==> config.mk <==
export PLATFORM = sky130hd
export DESIGN_NAME = enigma_char_sequencer
export DESIGN_NICKNAME = d
export VERILOG_FILES = /design/src/rtl/enigma_char_sequencer.sv
export SDC_FILE = /design/constraint.sdc
export NUM_CORES = 1
export LEC_CHECK = 0
export ABC_AREA = 1
export BUFFER_PORTS_ARGS = -buffer_cell sky130_fd_sc_hd__buf_2
export CELL_PAD_IN_SITES_DETAIL_PLACEMENT = 1
export CELL_PAD_IN_SITES_GLOBAL_PLACEMENT = 2
export CORE_MARGIN = 1
export CORE_UTILIZATION = 34
export DETAILED_ROUTE_END_ITERATION = 10
export PLACE_DENSITY_LB_ADDON = 0.1
export SLEW_MARGIN = 20
export SYNTH_ARGS = -nofsm -noshare
export SYNTH_HDL_FRONTEND = slang
export SYNTH_SLANG_ARGS = --single-unit
==> constraint.sdc <==
create_clock -name i_clock -period 2 [get_ports i_clock]
set_input_delay 0.6 -clock i_clock [delete_from_list [all_inputs] [get_ports i_clock]]
set_output_delay 0.6 -clock i_clock [all_outputs]
set_load 0.005 [all_outputs]
==> src/rtl/enigma_char_sequencer.sv <==
// Sequences received ASCII bytes through an Enigma cipher core and queues results for a UART.
// Letter: rotate 1 cycle after accept, capture at 2+SETTLE_CYCLES; passthrough bytes queue in the same cycle.
// Backpressure: 1-entry pending register, FIFO stalls on tx_busy, lost bytes set overrun. Option: SEQ_GROUP5_EN.
module enigma_char_sequencer #(
    parameter int FIFO_DEPTH    = 8,
    parameter int SETTLE_CYCLES = 2
) (
    input  logic       i_clock,
    input  logic       reset,
    input  logic [7:0] rx_data,
    input  logic       rx_valid,
    output logic [7:0] sm_data,
    output logic       sm_rotate,
    input  logic [7:0] sm_result,
    input  logic       sm_valid,
    output logic [7:0] tx_data,
    output logic       tx_start,
    input  logic       tx_busy,
    output logic       busy,
    output logic       overrun
);
    localparam int AW = $clog2(FIFO_DEPTH);

    typedef enum logic [2:0] {
        IDLE,
        ROTATE,
        SETTLE,
        CAPTURE
`ifdef SEQ_GROUP5_EN
        , GROUP
`endif
    } state_t;

    state_t      state, state_nxt;
    logic [3:0]  cnt, cnt_nxt;
    logic        pend_vld, pend_vld_nxt;
    logic [7:0]  pend_dat, pend_dat_nxt;
    logic        load_sm;
    logic        push;
    logic [7:0]  push_dat;
    logic        ovr_set;
    logic        pop;
    logic        can_push;
    logic        full, empty;
    logic        cand_vld;
    logic [7:0]  cand_dat;
    logic [AW:0] wr_ptr, rd_ptr;
    logic [7:0]  mem [FIFO_DEPTH];
`ifdef SEQ_GROUP5_EN
    logic [2:0]  grp_cnt, grp_cnt_nxt;
`endif

    function automatic logic is_letter(input logic [7:0] b);
        return ((b >= 8'h41) && (b <= 8'h5A)) || ((b >= 8'h61) && (b <= 8'h7A));
    endfunction

    function automatic logic is_pass(input logic [7:0] b);
        return (b == 8'h20) || (b == 8'h0D) || (b == 8'h0A);
    endfunction

    assign full     = (wr_ptr[AW] != rd_ptr[AW]) && (wr_ptr[AW-1:0] == rd_ptr[AW-1:0]);
    assign empty    = (wr_ptr == rd_ptr);
    assign pop      = !empty && !tx_busy && !tx_start;
    // A pop in the same cycle frees a slot, so a full FIFO can still accept.
    assign can_push = !full || pop;
    assign cand_vld = pend_vld || rx_valid;
    assign cand_dat = pend_vld ? pend_dat : rx_data;
    assign busy     = (state != IDLE);

    always_comb begin
        state_nxt    = state;
        cnt_nxt      = cnt;
        pend_vld_nxt = pend_vld;
        pend_dat_nxt = pend_dat;
        load_sm      = 1'b0;
        push         = 1'b0;
        push_dat     = 8'h00;
        ovr_set      = 1'b0;
`ifdef SEQ_GROUP5_EN
        grp_cnt_nxt  = grp_cnt;
`endif
        if (state == IDLE) begin
            // Pending byte wins; a same-cycle arrival refills the slot it vacates.
            if (pend_vld) begin
                pend_vld_nxt = rx_valid;
                pend_dat_nxt = rx_valid ? rx_data : pend_dat;
            end
        end else if (rx_valid) begin
            if (pend_vld) begin
                ovr_set = 1'b1;
            end else begin
                pend_vld_nxt = 1'b1;
                pend_dat_nxt = rx_data;
            end
        end

        case (state)
            IDLE: begin
                if (cand_vld) begin
                    if (is_letter(cand_dat)) begin
                        load_sm   = 1'b1;
                        state_nxt = ROTATE;
                    end else if (is_pass(cand_dat)) begin
                        push     = can_push;
                        push_dat = cand_dat;
                        ovr_set  = ovr_set || !can_push;
                    end
                end
            end
            ROTATE: begin
                cnt_nxt   = 4'd0;
                state_nxt = SETTLE;
            end
            SETTLE: begin
                if (cnt == 4'(SETTLE_CYCLES - 1)) begin
                    state_nxt = CAPTURE;
                end else begin
                    cnt_nxt = cnt + 4'd1;
                end
            end
            CAPTURE: begin
                state_nxt = IDLE;
                if (sm_valid) begin
                    if (can_push) begin
                        push     = 1'b1;
                        push_dat = sm_result;
`ifdef SEQ_GROUP5_EN
                        if (grp_cnt == 3'd4) begin
                            grp_cnt_nxt = 3'd0;
                            state_nxt   = GROUP;
                        end else begin
                            grp_cnt_nxt = grp_cnt + 3'd1;
                        end
`endif
                    end else begin
                        ovr_set = 1'b1;
                    end
                end
            end
`ifdef SEQ_GROUP5_EN
            GROUP: begin
                if (can_push) begin
                    push      = 1'b1;
                    push_dat  = 8'h20;
                    state_nxt = IDLE;
                end
            end
`endif
            default: state_nxt = IDLE;
        endcase
    end

    always_ff @(posedge i_clock or negedge reset) begin
        if (!reset) begin
            state     <= IDLE;
            cnt       <= 4'd0;
            pend_vld  <= 1'b0;
            pend_dat  <= 8'h00;
            sm_data   <= 8'h00;
            sm_rotate <= 1'b0;
            overrun   <= 1'b0;
            wr_ptr    <= '0;
            rd_ptr    <= '0;
            tx_data   <= 8'h00;
            tx_start  <= 1'b0;
`ifdef SEQ_GROUP5_EN
            grp_cnt   <= 3'd0;
`endif
        end else begin
            state     <= state_nxt;
            cnt       <= cnt_nxt;
            pend_vld  <= pend_vld_nxt;
            pend_dat  <= pend_dat_nxt;
            sm_rotate <= (state_nxt == ROTATE);
            overrun   <= overrun || ovr_set;
            tx_start  <= pop;
            if (load_sm) sm_data <= cand_dat;
            if (push) wr_ptr <= wr_ptr + 1'b1;
            if (pop) begin
                rd_ptr  <= rd_ptr + 1'b1;
                tx_data <= mem[rd_ptr[AW-1:0]];
            end
`ifdef SEQ_GROUP5_EN
            grp_cnt   <= grp_cnt_nxt;
`endif
        end
    end

    always_ff @(posedge i_clock) begin
        if (push) mem[wr_ptr[AW-1:0]] <= push_dat;
    end
endmodule

==> out/metrics.yaml, run 1 <==
clock_tree:
  cts_tree: "yes"
  insertion_delay_ns: 0.35
  cts-root-buf: "clkbuf_16"
  clk_pin_slew_ns: 0.07
  cts.path.max_buffers: 2
  cts.sinks: 107
  cts_buffers: 9
  htreeDepth: 3
worst_setup_path:
  crit_family: "simple AND/OR/NAND/NOR gates"
  crit_type: "register to register"
  cp-end-kind: "register"
  crit_path_start_kind: "register"
  r2r_start: "pend_vld"
  worst-path-buf-inv: 3
  crit_slowest_cell: "dfrtp_2"
  slowest_delay_ns: 0.46
  cp_max_fo: 7
  crit_arrival_ns: 2.12
  crit_required_ns: 2.07
  cpMostUsedCell: "nand2_2"
  startpoint: "pend_vld"
  path_cells: "buf_6 > nand2_2 > nand2_2 > inv_2 > nand2_4 > nor2_4 > nand2_2 > nand3_4 > nand2_4 > nand2_8 > nand2_8 > nor2_4 > buf_12"
routing:
  routed_wl_um: 13700
  routedWlPerCell_um: 17.0
  vias_per_cell: 4.83
  route.vias.total: 3894
  drtPass1Iterations: 4
  ant_nets: 0
  drc_errors: 0
  drt-initial-drc-count: 198
die:
  die_y_um: 121
  core_area_um2: 13900
  floorplan.rows: 43
  fp.dieArea_um2: 14700
  ios: 41
  start_util: 0.349
  chipWidth_um: 121
cells_and_area:
  final_nets: 647
  fin_cells: 807
  drive_above_1_share: 0.341
  syn_to_final_growth_pct: 34.0
  final_core_util: 0.468
  fillers: 1571
  num_antenna_cells: 0
synth:
  synth_ff_type: "edfxtp_1"
  synth_edf_count: 64
  synth_seq_area_share: 0.619
  synthTopCellsByCount: "nand2_1 (118), nor2_1 (67), edfxtp_1 (64)"
  syn_avg_cell_area_um2: 9.79
  synth_cell_types: 32
  ys_async_sr_fraction: 0.402
  ys_ff_latch: 107
  synthCells: 495
  syn-num-nets: 520
  yosysMostFrequentCell: "nand2_1"
  synth.area.top_cells: "edfxtp_1 (40%), dfrtp_1 (22%), nand2_1 (9.1%)"
  ys_warn_count: 0
  synth.largest_area_cell: "edfxtp_1"
  netlist_area_um2: 4850
  yosysTopAreaCellShare: 0.397
hold_path:
  hold_path.class: "primary input to asynchronous set/reset pin"
pwr:
  powerDensity_nw_per_um2: 1380
  ir_drop_mv: 0.559
  p_leak_nw: 2.80
status:
  status: "complete, but fails checks"
  violations: "setup timing"
grt:
  grt_max_degree: 35
  grt_pass1_wl_um: 21500
  grt-ovfl-total: 0
  antenna_found_initial: 0
  track_usage: 0.197
  grt_pass1_vias: 3950
timing:
  worst_slack_ns: -0.0480
  max_freq_mhz: 488
  maxSlewHeadroom: 0.644
  fin_crit_sh: 1.02
  rsz0062_at_grt: "yes"
  timing.setup.tns_ns: -1.24
  maxSlewViolCount: 0
  finalSetupViolations: 55
  min_period_ns: 2.05
  finalClockSkew_ns: 0.00708
  finalHoldViolCount: 0
  worst_pin_slew_ns: 0.533
placement:
  io_buffer_count: 40
  place_inst: 765
  place.gp.congestion: 0.756
  dp_hpwl_um: 9480
run:
  maxCapViolCount: 0
==> routing by layer <==
layer | wire (um) | track usage | vias to the layer above
met4 | 224 | 0.0741 | 0
met3 | 467 | 0.0254 | 15
met1 | 6380 | 0.276 | 1898
li1 | - | - | 1913
met2 | 6620 | 0.311 | 68
met5 | 0 | 0 | -
==> power breakdown <==
part           internal, mW  total (mW)  switching [mW]
registers              2.69        2.95           0.254
logic                  1.76        4.30            2.54
clock network         0.855        1.70           0.844
total                  5.31        8.95            3.64
==> registers in the layout, indices dropped and copies added (netlist names) <==
signal / flops
cnt: 4
mem: 64
overrun: 1
pend_dat: 8
pend_vld: 1
rd_ptr: 4
sm_data: 8
sm_rotate: 1
state: 3
tx_data: 8
tx_start: 1
wr_ptr: 4
==> stage by stage <==
stage / power (mW) / hold WS [ns] / setup slack [ns] / instance area, um2
5_1_grt: 9.63 / 0.235 / -0.153 / 6490
3_5_place_dp: 6.58 / 0.445 / -0.272 / 5760
3_3_place_gp: 6.50 / 0.441 / -0.270 / 5760
6_report: 8.95 / 0.207 / -0.0480 / 6490
2_1_floorplan: 5.08 / 0.304 / -0.0453 / 4870
4_1_cts: 8.43 / 0.221 / -0.0259 / 6140
==> cell families (layout without fill, tap and decap cells) <==
logic type                 Yosys count  after routing  share of synthesized area
adders and majority gates            4              4                     0.0103
buffers and inverters               56            187                     0.0465
DFF                                107            107                      0.619
xor gates and xnor gates             8              8                     0.0145
and+or+nand+nor                    232            233                      0.210
other                                1              1                   0.000774
AOI/OAI and AO/OA                   87             87                     0.0991
==> cell type report <==
class                           count  area, um2  share of cell area
Tap cell                          180        225              0.0347
Clock buffer                        9        225              0.0347
Timing Repair Buffer              131        987               0.152
Timing Repair inverter              1       5.00            0.000771
Sequential cell                   107       3000               0.462
Multi-Input combinational cell    333       1840               0.284
Inverter                           39        156              0.0241
Clock inverter                      7       51.3             0.00790
==> cell usage in the layout (no fill, tap or decap), drive strengths merged, types with 9 or more instances in the layout <==
master  instances
nand2         135
buf           131
nor2           73
edfxtp         64
o21ai          46
dfrtp          43
inv            39
nand3          19
o22ai          18
a31oi          12
clkbuf          9
==> timing repair <==
item                                    CTS  global route
hold buffers                              0             0
pin swaps                                 2            25
cloned                                    0             2
endpoints found under the setup margin   80           113
buffers inserted                          5            19
resized for setup                        18            53
==> worst paths after layout <==
| check | to | slack, ns | cells after the start |
|---|---|---|---|
| setup / recovery | mem[6][2] | -0.05 | 13 |
| min in group i_clock | sm_data[6] | 0.46 | 2 |
| setup reg to reg | mem[6][2] | -0.05 | 13 |
| hold reg to reg | sm_data[6] | 0.46 | 2 |
| max in group asynchronous | pend_vld | 1.24 | 2 |
| hold / removal | tx_data[5] | 0.21 | 1 |
No activity file was read; power rests on OpenSTA's default activity.
==> run 2, diff against run 1 <==
--- a/config.mk
+++ b/config.mk
@@ -10,7 +10,7 @@
 export CELL_PAD_IN_SITES_DETAIL_PLACEMENT = 1
 export CELL_PAD_IN_SITES_GLOBAL_PLACEMENT = 2
 export CORE_MARGIN = 1
-export CORE_UTILIZATION = 34
+export CORE_UTILIZATION = 25
 export DETAILED_ROUTE_END_ITERATION = 10
 export PLACE_DENSITY_LB_ADDON = 0.1
 export SLEW_MARGIN = 20
==> run 2 against run 1 <==
Against the previous run:
- total power down 0.21%
- maximum frequency up 0.45%
- first-iteration DRC count down 23%
- the run still ends with setup timing left
==> out/metrics.yaml, run 2 (same netlist as run 1, synthesis figures left out) <==
worst_setup_path:
  crit_arrival_ns: 2.11  # about the same
  crit_type: "register to register"
  path_cells: "buf_6 > nand2_2 > nand2_4 > inv_2 > nand2_2 > nor2_4 > nand2_2 > nand3_2 > nand2_4 > nand2_8 > nand2_8 > nor2_4 > buf_12"
  crit_required_ns: 2.07  # about the same
  slowest_delay_ns: 0.47  # about the same
  worst-path-buf-inv: 3  # unchanged
  cpMostUsedCell: "nand2_2"
  crit_path_start_kind: "register"
  crit_slowest_cell: "dfrtp_2"
  r2r_cells: 13  # unchanged
  crit_family: "simple AND/OR/NAND/NOR gates"
  crit_cells: 13  # unchanged
  cp_max_fo: 8  # +1
  cp-end-kind: "register"
die:
  fp.dieArea_um2: 19900  # +35%
  floorplan.rows: 50  # +16%
  core_area_um2: 18800  # +36%
  ios: 41  # unchanged
  chipWidth_um: 141  # +16%
  die_y_um: 141  # +16%
  start_util: 0.257  # -0.0918
timing:
  finalSetupViolations: 53  # -3.6%
  maxSlewViolCount: 0  # unchanged
  worst_pin_slew_ns: 0.556  # +0.0229 ns
  min_period_ns: 2.04  # -0.00919 ns
  worst_slack_ns: -0.0388  # +0.00919 ns
  timing.setup.tns_ns: -1.26  # -0.0190 ns
  finalHoldViolCount: 0  # unchanged
  fin_crit_sh: 1.02  # -0.00460
  max_freq_mhz: 490  # +0.45%
  maxSlewHeadroom: 0.629  # -0.0153
  holdWs_ns: 0.206  # -0.000507 ns
  finalClockSkew_ns: 0.00951  # +0.00243 ns
  rsz0062_at_grt: "yes"
routing:
  routedWlPerCell_um: 16.3  # -4.0%
  drc_errors: 0  # unchanged
  routed_wl_um: 14200  # +4.1%
  route.vias.total: 3824  # -1.8%
  vias_per_cell: 4.37  # -9.4%
  drtPass1Iterations: 4  # unchanged
  ant_nets: 0  # unchanged
  drt-initial-drc-count: 153  # -23%
cells_and_area:
  drive_above_1_share: 0.332  # -0.00960
  layout_common_cells: "nand2_1 (102), edfxtp_1 (64), buf_4 (64), nor2_1 (55), o21ai_0 (43)"
  final_nets: 635  # -1.9%
  multi_input_area_um2: 1880  # +2.0%
  num_antenna_cells: 0  # unchanged
  syn_to_final_growth_pct: 35.7
  final_common_cell: "nand2_1"
  seq_area_um2: 3000  # unchanged
  fillers: 2148  # +37%
  final_core_util: 0.349  # -0.119
  largest_reg_flops: 64  # unchanged
placement:
  dp_hpwl_um: 9830  # +3.7%
  place_ws_ns: -0.348  # -0.0754 ns
  io_buffer_count: 40  # unchanged
  place.gp.congestion: 0.726  # -3.9%
clock_tree:
  cts_tree: "yes"
  cts_hold_buffers: 0  # unchanged
  clk_pin_slew_ns: 0.08  # about the same
  cts_buffers: 9  # unchanged
  insertion_delay_ns: 0.35  # about the same
  htreeDepth: 3  # unchanged
  cts-root-buf: "clkbuf_16"
  cts.path.max_buffers: 2  # unchanged
  cts.sinks: 107  # unchanged
run:
  maxCapViolCount: 0  # unchanged
pwr:
  power_mw: 8.93  # -0.21%
  p_leak_nw: 2.75  # -2.1%
  powerDensity_nw_per_um2: 1360  # -1.4%
  ir_drop_mv: 0.485  # -13%
hold_path:
  hold_path.class: "primary input to asynchronous set/reset pin"
grt:
  track_usage: 0.153  # -0.0444
  grt-ovfl-total: 0  # unchanged
  grt_pass1_wl_um: 22900  # +6.8%
  grt_max_degree: 44  # +26%
  grt_pass1_vias: 4042  # +2.3%
  antenna_found_initial: 0  # unchanged
status:
  violations: "setup timing"
  status: "complete, but fails checks"
==> run 2: cell count changes in the layout (fill, tap and decap cells not counted), moves of 2 or more <==
| cell | delta |
|---|---|
| buf_4 | -11 |
| buf_6 | -6 |
| buf_12 | +5 |
| clkinv_2 | -3 |
| clkinvlp_4 | +3 |
| clkbuf_1 | +2 |
| clkinv_4 | -2 |
| nand2_2 | -2 |
| nand2_4 | +2 |
| nand3_2 | +2 |
| nor2_4 | +2 |
==> run 2: final timing paths <==
path	start	endpoint	slack, ns
max in group asynchronous	reset	state[1]	1.50
worst min register to register	sm_data[6]	sm_data[6]	0.47
min in group i_clock	sm_data[6]	sm_data[6]	0.47
worst min-delay path	reset	tx_data[6]	0.21
worst max-delay path	pend_vld	mem[6][5]	-0.04
worst max register to register	pend_vld	mem[6][5]	-0.04
==> run 2: power breakdown <==
part           total [mW]  internal, mW  switching (mW)  leakage, nW
Combinational        4.30          1.71            2.59         1.50
Clock                1.69         0.855           0.840        0.125
Sequential           2.94          2.69           0.246         1.12
Total                8.93          5.25            3.68         2.75
==> run 2: per-layer routing <==
layer | share of wire | GRT usage | up-vias
met1 | 0.48 | 0.203 | 1893
li1 | - | - | 1890
met5 | 0 | 0 | -
met2 | 0.49 | 0.259 | 33
met3 | 0.023 | 0.0316 | 8
met4 | 0.0069 | 0.0275 | 0
==> run 2: per-stage QoR <==
stage / instances / instance area, um2
6_report: 875 / 6580
5_1_grt: 875 / 6580
2_1_floorplan: 495 / 4870
3_3_place_gp: 838 / 5870
3_5_place_dp: 838 / 5870
4_1_cts: 866 / 6360
==> run 2: final cells by class <==
| class | instances | share of cell area |
|---|---|---|
| sequential | 107 | 0.456 |
| multi-input combinational | 333 | 0.286 |
| timing repair buffer | 119 | 0.143 |
| tap | 260 | 0.0495 |
| clock buffer | 11 | 0.0354 |
| inverter | 39 | 0.0234 |
| clock inverter | 5 | 0.00590 |
| timing repair inverter | 1 | 0.00114 |
==> run 2: timing repair <==
item	in CTS	in global routing
endpoints found under the setup margin	105	130
pin swaps	16	16
cloned	1	1
setup buffers	11	9
gates resized for setup	37	35
==> run 3, diff against run 2 <==
==> constraint.sdc (replaced) <==
create_clock -name i_clock -period 2 [get_ports i_clock]
set_input_delay 0.4 -clock i_clock [delete_from_list [all_inputs] [get_ports i_clock]]
set_output_delay 0.4 -clock i_clock [all_outputs]
set_load 0.005 [all_outputs]
==> run 3 against run 2 <==
Against the previous run:
- non-clock buffer count rose by 28
- hold slack got worse by 0.20 ns
- wire length rose by 3.3%
- total power grew 7.1%
- core utilization grew 1.4 points
- register-to-register slack worse by 0.18 ns
- sequential cell count did not move
- critical path depth rose by 1
- cell count increased by 3.2%
- largest cell class unchanged
- the run still ends with setup timing left
- critical path type unchanged
- count of clock-buffer cells in the layout is 1 lower
- largest power group unchanged
==> out/metrics.yaml, run 3 (same netlist as run 1, synthesis figures left out) <==
status:
  status: "complete, but fails checks"
  violations: "setup timing"
clock_tree:
  cts_tree: "yes"
  cts_hold_buffers: 0  # unchanged
  htreeDepth: 3  # unchanged
  cts.sinks: 107  # unchanged
  cts.path.max_buffers: 2  # unchanged
  cts-root-buf: "clkbuf_16"
  insertion_delay_ns: 0.36  # about the same
  clk_pin_slew_ns: 0.07  # about the same
  cts_buffers: 9  # unchanged
routing:
  drtPass1Iterations: 4  # unchanged
  route.vias.total: 3929  # +2.7%
  drc_errors: 0  # unchanged
  ant_nets: 0  # unchanged
  routed_wl_um: 14700  # +3.3%
  drt-initial-drc-count: 212  # +39%
  vias_per_cell: 4.35  # -0.44%
  routedWlPerCell_um: 16.3  # about the same
timing:
  timing.setup.tns_ns: -11.11  # -9.85 ns
  finalSetupViolations: 75  # +42%
  finalHoldViolCount: 0  # unchanged
  max_freq_mhz: 451  # -8.1%
  rsz0062_at_grt: "yes"
  min_period_ns: 2.22  # +0.180 ns
  finalClockSkew_ns: 0.00859  # -0.000922 ns
  fin_crit_sh: 1.11  # +0.0902
  maxSlewViolCount: 0  # unchanged
  worst_slack_ns: -0.219  # -0.180 ns
pwr:
  p_comb_frac: 0.498  # +0.017
  p_leak_nw: 2.93  # +6.7%
  ir_drop_mv: 0.524  # +7.9%
  powerDensity_nw_per_um2: 1400  # +2.9%
  p_int_mw: 5.68  # +8.1%
  power_switching_share: 0.407  # -0.00511
  power_mw: 9.57  # +7.1%
  power_frac_clock: 0.190  # about the same
  p_switching_mw: 3.89  # +5.8%
  power_frac_seq: 0.311  # -0.018
grt:
  grt-ovfl-total: 0  # unchanged
  grt_pass1_vias: 4191  # +3.7%
  track_usage: 0.156  # +0.00342
  grt_pass1_wl_um: 23500  # +2.2%
  antenna_found_initial: 0  # unchanged
  grt_max_degree: 44  # unchanged
die:
  ios: 41  # unchanged
  core_area_um2: 18800  # unchanged
  floorplan.rows: 50  # unchanged
  die_y_um: 141  # unchanged
  fp.dieArea_um2: 19900  # unchanged
  chipWidth_um: 141  # unchanged
  start_util: 0.257  # unchanged
cells_and_area:
  final_common_cell: "nand2_1"
  drive_above_1_share: 0.383  # +0.0509
  layout_common_cells: "nand2_1 (93), buf_4 (88), edfxtp_1 (64), nor2_1 (55), dfrtp_1 (41)"
  syn_to_final_growth_pct: 41.3
  final_nets: 663  # +4.4%
  largest_reg_flops: 64  # unchanged
  num_antenna_cells: 0  # unchanged
worst_setup_path:
  cp_max_fo: 4  # -4
  cp-end-kind: "register"
  crit_arrival_ns: 2.30  # +0.19 ns
  crit_path_start_kind: "register"
  crit_required_ns: 2.08  # about the same
  crit_type: "register to register"
placement:
  dp_hpwl_um: 10000  # +1.9%
  io_buffer_count: 40  # unchanged
  place.gp.congestion: 0.781  # +7.5%
hold_path:
  hold_path.class: "primary input to asynchronous set/reset pin"
run:
  maxCapViolCount: 0  # unchanged
run 3: power by group through the flow:
stage,clock [mW],sequential (mW),combinational [mW]
after floorplan,0,2.94,2.13
after global placement,0,2.98,3.80
after detailed placement,0,2.97,3.81
after CTS,1.89,2.96,4.29
after global routing,1.97,3.03,5.30
final,1.82,2.98,4.77
run 3: path summary, 6_finish.rpt:
path	start	endpoint	slack (ns)	depth (start not counted)
worst max-delay path	pend_vld	mem[2][5]	-0.22	14
worst min-delay path	reset	pend_dat[4]	0.007	2
worst max register to register	pend_vld	mem[2][5]	-0.22	14
worst min register to register	sm_data[6]	sm_data[6]	0.47	2
max in group asynchronous	reset	tx_data[3]	1.73	2
min in group i_clock	rx_data[3]	pend_dat[3]	0.32	3
run 3: timing repair:
item	in CTS	in global routing
resized for setup	44	58
setup buffers	34	12
setup endpoints to repair	64	139
pin swaps	18	38
cloned	1	1
hold endpoints to repair	0	0
run 3: cell type report:
type | instances | area (um2)
Fill cell | 2124 | 12000
Sequential cell | 107 | 3000
Multi-Input combinational cell | 333 | 1930
Timing Repair Buffer | 147 | 1140
Tap cell | 260 | 325
Clock buffer | 10 | 229
Inverter | 39 | 156
Clock inverter | 6 | 65.1
Timing Repair inverter | 1 | 7.51
run 3: per-stage QoR:
step                      instance area [um2]  hold WS [ns]   util  worst slack (ns)  std cells
after floorplan                          4850         0.104      -           -0.0971        495
after CTS                                6570        0.0218  0.349            -0.140        895
final                                    6850       0.00747  0.364            -0.219        903
after detailed placement                 5800         0.412  0.308            -0.583        844
after global routing                     6850        0.0388  0.364            -0.305        903
after global placement                   5800         0.413  0.308            -0.621        844
run 3: per-layer routing:
| layer | wire length (um) | global-route usage | up-vias |
|---|---|---|---|
| li1 | - | - | 1960 |
| met1 | 7400 | 0.217 | 1921 |
| met2 | 6870 | 0.251 | 36 |
| met3 | 252 | 0.0207 | 12 |
| met4 | 188 | 0.0521 | 0 |
| met5 | 0 | 0 | - |
run 3: worst max-delay path: stages (launching register included):
cell,delay (ns)
dfrtp_2,0.46
clkinvlp_4,0.19
nand2_2,0.12
nand2_2,0.07
inv_2,0.09
nand2_4,0.06
nor2_4,0.13
nand2_2,0.07
nand3_4,0.10
nand2_4,0.07
nand2_8,0.09
nand2_8,0.06
buf_6,0.12
nor2_4,0.16
buf_6,0.14
